### src/rtl/pipe_ctrl_pkg.sv
// Shared pipeline-control definitions: the RegBus width, the data-memory
// access FSM state type and the default timeout limit.
// Optional macro DM_TIMEOUT_EN adds the ERR state.
package pipe_ctrl_pkg;

  // RegBus: width of address and data buses between the pipeline and memory.
  localparam int unsigned RegBusWidth = 32;
  typedef logic [RegBusWidth-1:0] reg_bus_t;

  // Default number of ACCESS cycles without dm_ack before an abort.
  localparam int unsigned DM_TIMEOUT_CYC_DEF = 16;

  typedef enum logic [1:0] {
    IDLE   = 2'd0,
    ACCESS = 2'd1,
    DONE   = 2'd2
`ifdef DM_TIMEOUT_EN
    ,
    ERR    = 2'd3
`endif
  } dm_state_t;

endpackage

### src/rtl/dm_timeout_cnt.sv
// Counts ACCESS cycles without acknowledge. hit is asserted in the cycle that
// would bring the count to LIMIT, so the FSM can branch on the same edge.
module dm_timeout_cnt #(
  parameter int unsigned LIMIT = 16
) (
  input  logic clk,
  input  logic rst,
  input  logic clr,
  input  logic en,
  output logic hit
);

  localparam int unsigned CW = $clog2(LIMIT + 1);

  logic [CW-1:0] cnt;

  // Cycle counter: cleared when a new access starts, saturates at the limit.
  always_ff @(posedge clk) begin
    if (rst || clr) begin
      cnt <= '0;
    end else if (en && !hit) begin
      cnt <= cnt + 1'b1;
    end
  end

  assign hit = en && (cnt == CW'(LIMIT - 1));

endmodule

### src/rtl/dm_access_ctrl.sv
// MEM-stage data-memory access controller: registers a single request per
// memory instruction, stalls the pipeline until the acknowledge arrives and
// captures load data for the MEM/WB mux.
// Optional macro DM_TIMEOUT_EN enables the ACCESS timeout and the ERR state.
module dm_access_ctrl
  import pipe_ctrl_pkg::*;
#(
  parameter int unsigned TIMEOUT_CYC = DM_TIMEOUT_CYC_DEF
) (
  input  logic                   clk,
  input  logic                   rst,
  input  logic                   mem_DM_read,
  input  logic                   mem_DM_write,
  input  logic [RegBusWidth-1:0] mem_alu_result,
  input  logic [RegBusWidth-1:0] mem_sw_o,
  input  logic                   dm_ack,
  input  logic [RegBusWidth-1:0] dm_rdata,
  output logic                   dm_req,
  output logic                   dm_we,
  output logic [RegBusWidth-1:0] dm_addr,
  output logic [RegBusWidth-1:0] dm_wdata,
  output logic [RegBusWidth-1:0] mem_lw_data,
  output logic                   pipe_stall,
  output logic                   dm_err
);

  dm_state_t state, state_nxt;
  logic      access;
  logic      tmo_hit;

  assign access = mem_DM_read | mem_DM_write;

`ifdef DM_TIMEOUT_EN
  logic err_q;

  dm_timeout_cnt #(
    .LIMIT(TIMEOUT_CYC)
  ) u_timeout_cnt (
    .clk(clk),
    .rst(rst),
    .clr((state == IDLE) && access),
    .en ((state == ACCESS) && !dm_ack),
    .hit(tmo_hit)
  );

  assign dm_err = err_q;
`else
  logic unused_timeout_cfg;

  assign tmo_hit            = 1'b0;
  assign dm_err             = 1'b0;
  assign unused_timeout_cfg = |TIMEOUT_CYC;
`endif

  // State register.
  always_ff @(posedge clk) begin
    if (rst) begin
      state <= IDLE;
    end else begin
      state <= state_nxt;
    end
  end

  // Next-state logic and combinational stall.
  always_comb begin
    state_nxt  = state;
    pipe_stall = 1'b0;
    unique case (state)
      IDLE: begin
        if (access) begin
          state_nxt  = ACCESS;
          pipe_stall = 1'b1;
        end
      end
      ACCESS: begin
        pipe_stall = 1'b1;
        // A late acknowledge on the limit cycle still completes normally.
        if (dm_ack) begin
          state_nxt = DONE;
        end else if (tmo_hit) begin
`ifdef DM_TIMEOUT_EN
          state_nxt = ERR;
`endif
        end
      end
      DONE: begin
        state_nxt = IDLE;
      end
`ifdef DM_TIMEOUT_EN
      ERR: begin
        pipe_stall = 1'b1;
        state_nxt  = DONE;
      end
`endif
      default: begin
        state_nxt = IDLE;
      end
    endcase
    if (rst) begin
      pipe_stall = 1'b0;
    end
  end

  // Registered memory request and load-data capture.
  always_ff @(posedge clk) begin
    if (rst) begin
      dm_req      <= 1'b0;
      dm_we       <= 1'b0;
      dm_addr     <= '0;
      dm_wdata    <= '0;
      mem_lw_data <= '0;
`ifdef DM_TIMEOUT_EN
      err_q       <= 1'b0;
`endif
    end else begin
      case (state)
        IDLE: begin
          if (access) begin
            dm_req   <= 1'b1;
            dm_we    <= mem_DM_write;
            dm_addr  <= mem_alu_result;
            dm_wdata <= mem_sw_o;
          end
        end
        ACCESS: begin
          if (dm_ack) begin
            dm_req <= 1'b0;
            if (!dm_we) begin
              mem_lw_data <= dm_rdata;
            end
          end else if (tmo_hit) begin
            dm_req      <= 1'b0;
            mem_lw_data <= '0;
`ifdef DM_TIMEOUT_EN
            err_q       <= 1'b1;
`endif
          end
        end
`ifdef DM_TIMEOUT_EN
        ERR: begin
          err_q <= 1'b0;
        end
`endif
        default: begin
        end
      endcase
    end
  end

endmodule

### config.mk
export PLATFORM = sky130hd
export DESIGN_NAME = dm_access_ctrl
export DESIGN_NICKNAME = d
export VERILOG_FILES = /design/src/rtl/pipe_ctrl_pkg.sv /design/src/rtl/dm_timeout_cnt.sv /design/src/rtl/dm_access_ctrl.sv
export SDC_FILE = /design/constraint.sdc
export NUM_CORES = 1
export LEC_CHECK = 0
export ABC_CLOCK_PERIOD_IN_PS = 1100
export CAP_MARGIN = 10
export CORE_UTILIZATION = 37
export DETAILED_ROUTE_END_ITERATION = 16
export MAX_ROUTING_LAYER = met4
export PLACE_DENSITY = 0.82
export SYNTH_ARGS = -nofsm -noshare
export SYNTH_HDL_FRONTEND = slang
export SYNTH_SLANG_ARGS = --single-unit
### constraint.sdc
create_clock -name clk -period 1.1 [get_ports clk]
set_input_delay 0.165 -clock clk [delete_from_list [all_inputs] [get_ports clk]]
set_output_delay 0.165 -clock clk [all_outputs]
set_load 0.005 [all_outputs]
==> reports/results.md <==
| Quantity | Reported |
| --- | --- |
| Setup_tns | -17.26 ns |
| Clock Skews | 0.00606 ns |
| Clock insertion delay at the later pin of the skew report | 0.33 ns |
| Pin count of the biggest net entering global routing | 70 |
| Final setup violation count | 98 |
| Final Max Tran Viols | 0 |
| Synthesized-area fraction occupied by and/or/nand/nor cells | 0.257 |
| Number of I/O port buffers | 199 |
| Number of detailed-routing iterations run before antenna repair | 4 |
| Antenna violation net count after detailed routing | 0 |
| Overall track demand over capacity in global routing | 0.196 |
| Estimated wirelength of the detail-placed design | 7700 um |
| Wire length of the first global-routing pass | 17700 um |
| Count of buffering cells on the critical path with inverters included | 3 |
| Number of endpoints with negative hold slack in the final report | 0 |
| Average footprint of a synthesized cell | 9.75 sq um |
| Type of origin of the critical path | flip-flop |
| Clock slew at the register clock pins of the worst setup and hold paths | 0.07 ns |
| Overall routed net length | 12600 um |
| Antenna cell count | 0 |
| Count of hold-fix buffers inserted at cts | 0 |
| Sinks on Clock Net | 100 |
| Fraction of final layout cells sized beyond drive strength 1 | 0.225 |
| Power density relative to cell area | 1350 nW/um^2 |
| Number of standard cells after synthesis | 438 |
| Highest signal layer in the routed design | met4 |
| Via-to-Cell Ratio | 4.76 |
| Violated checks | negative setup slack |
| Initial standard-cell utilization of the core | 0.387 |
| Outcome | finished with violations |
| Final std cells w/o fill | 789 |
| Horizontal extent of the die | 109 um |
| Worst min-delay path category | primary input to flip-flop |
| Worst Setup Slack, final | -0.243 ns |
| Total I/O pin count | 201 |
| Share of synthesized cell area in full adder, half adder and majority cells | 0 |
| Worst-case clock buffer depth | 2 |
| Sequential element share of the synthesized area | 0.469 |
| Most used cells in the layout excluding fill and tap cells | sky130_fd_sc_hd__nand2b_1, sky130_fd_sc_hd__clkdlybuf4s50_1, sky130_fd_sc_hd__dfxtp_1 |
| Core Rows | 38 |
| Die area | 12000 sq um |
| Largest stage delay, worst path | 0.35 ns |
| Parity-gate share of the synthesized area counting xor and xnor cells | 0 |
| Placement-stage cell area | 6340 sq um |
| DIE HEIGHT | 109 um |
| Dominant combinational cell family by area after synthesis | simple AND/OR/NAND/NOR gates |
| Largest fanout of any net on the critical path | 7 |
| Shortest period the worst path allows | 1.34 ns |
| Area Growth Syn to Fin | 68.7% |
| Sum of routed wire segments on met1 | 5310 um |
| RSZ-0062 raised after global routing | true |
| Worst Setup End Kind | flip-flop |
| CP Class | flip-flop to flip-flop |
| Worst-case hold slack | 0.180 ns |
| Data arrival at the endpoint of the critical path | 1.58 ns |
| Post-DR wirelength/cell | 16.0 um |
| Worst IR Drop VDD | 759 uV |
| Number of library cell types mapped by synthesis | 22 |
| Post-route cell area | 7200 sq um |
| Count of nets after finishing | 746 |
| H-Tree Level Count | 3 |
| Power after layout | 0.00972 W |
| Root buf cell | sky130_fd_sc_hd__clkbuf_16 |
| Violation count after the first detailed-route iteration | 133 |
| Final Cycle Share | 1.22 |
| Cell occurring most often along the worst timing path | sky130_fd_sc_hd__buf_6 |
| Number of global-route vias before repair | 3694 |
| Number of buffers inserted during clock tree synthesis | 9 |
| RD Place Congestion | 0.781 |
| Antenna violations before repair | 0 |
| Total gr overflow | 0 |
| Number of synthesized register bits | 100 |
| WL met3 | 731 um |
| Area fraction in compound gates after synthesis | 0.0574 |
| Portion of netlist area occupied by mux cells | 0.150 |
| Area of the multi-input gates | 2210 sq um |
| Fill cell count | 865 |
| Critical-path top delay cell | sky130_fd_sc_hd__dfxtp_2 |
| Area used by sequential logic in the layout | 2050 sq um |
| CTS tree | yes |
| Net Count, Synth | 539 |
| Mapped cell area | 4270 sq um |
| Data required time of the worst path | 1.34 ns |
| Number of vias in the routed layout | 3755 |
| Warnings from Yosys | 0 |
| Number of placed instances, taps included | 758 |
| Ordered cell list for the critical path | buf_6 > nor2_4 > o21a_4 > buf_6 > clkbuf_16 > mux2i_1 |
| Achievable clock frequency | 0.745 GHz |
| Final routed DRC violation total | 0 |
| Commonest non-fill, non-tap cell in the layout | sky130_fd_sc_hd__nand2b_1 |
| Number of maximum-capacitance violations | 0 |
| Area of the core | 11000 sq um |
| Dominant delay contributor by cell family on the critical path | buffers and inverters |
| WL met2 | 6320 um |
| Static Leak | 3.04 nW |
[final timing paths]
kind              slack [ns]                     endpoint  depth (start not counted)                         from
setup / recovery       -0.24    dm_wdata[27]$_SDFFE_PP0P_                          6        state[0]$_SDFFE_PP0P_
hold / removal          0.18        state[0]$_SDFFE_PP0P_                          3                          rst
setup reg to reg       -0.24    dm_wdata[27]$_SDFFE_PP0P_                          6        state[0]$_SDFFE_PP0P_
hold reg to reg         0.46  mem_lw_data[8]$_SDFFE_PP0P_                          2  mem_lw_data[8]$_SDFFE_PP0P_
[synth_stat cells (all sizes together)]
cell | count | area share
a21bo | 1 | 0.0023
mux2i | 64 | 0.15
nand2b | 128 | 0.19
buf | 21 | 0.054
clkbuf | 13 | 0.011
nor2 | 2 | 0.0023
dfxtp | 100 | 0.47
o21a | 1 | 0.0035
nor3 | 2 | 0.0023
o21ai | 1 | 0.0012
a21oi | 34 | 0.049
nand2 | 66 | 0.058
conb | 1 | 0.00088
nand4bb | 1 | 0.0026
nand3b | 1 | 0.0018
and4bb | 1 | 0.0029
a21boi | 1 | 0.0018
[routing by layer]
metal | GRT usage | vias up
met5 | - | -
met1 | 0.228 | 1772
met2 | 0.330 | 132
li1 | - | 1828
met4 | 0.0857 | 0
met3 | 0.0373 | 23
[report_power, final]
part	leakage, nW	switching [W]	internal, W
Clock	0.162	0.00132	0.00227
Sequential	0.835	0.000150	0.00391
Combinational	2.04	0.000796	0.00127
[sequential cells by signal (all words and copies together), names as in the netlist]
register	count
dm_addr	32
dm_wdata	32
state	2
dm_we	1
dm_req	1
mem_lw_data	32
[final cells by class]
type	instances	area share
timing repair buffer	230	0.338
multi-input combinational	304	0.307
sequential	100	0.284
clock buffer	11	0.0337
tap	140	0.0243
clock inverter	4	0.0135
[stage by stage]
step | utilization | setup WS (ns)
global route | 0.653 | -0.302
finish | 0.653 | -0.243
CTS | 0.617 | -0.267
floorplan | - | -0.00494
detailed placement | 0.575 | -0.502
global placement | 0.575 | -0.481
[cell families (layout without fill, tap and decap cells)]
family                 count (synthesis)  after routing
multiplexers                          64             64
other                                  1              1
buffers and inverters                 34            245
AND/OR/NAND/NOR                      201            201
AO/OA/AOI/OAI                         38             38
flip-flops                           100            100
[worst reg2reg max path: stages (launching register included)]
cell,delay (ns)
sky130_fd_sc_hd__dfxtp_2,0.35
sky130_fd_sc_hd__buf_6,0.14
sky130_fd_sc_hd__nor2_4,0.08
sky130_fd_sc_hd__o21a_4,0.18
sky130_fd_sc_hd__buf_6,0.13
sky130_fd_sc_hd__clkbuf_16,0.16
sky130_fd_sc_hd__mux2i_1,0.22
[repair_timing]
item,4_1_cts,5_1_grt
resized for setup,143,139
gates cloned,5,6
endpoints found under the hold margin,0,0
pin swaps,0,24
endpoints found under the setup margin,195,166
buffers inserted,2,3
Note: power is estimated with default switching activity, not from simulation.
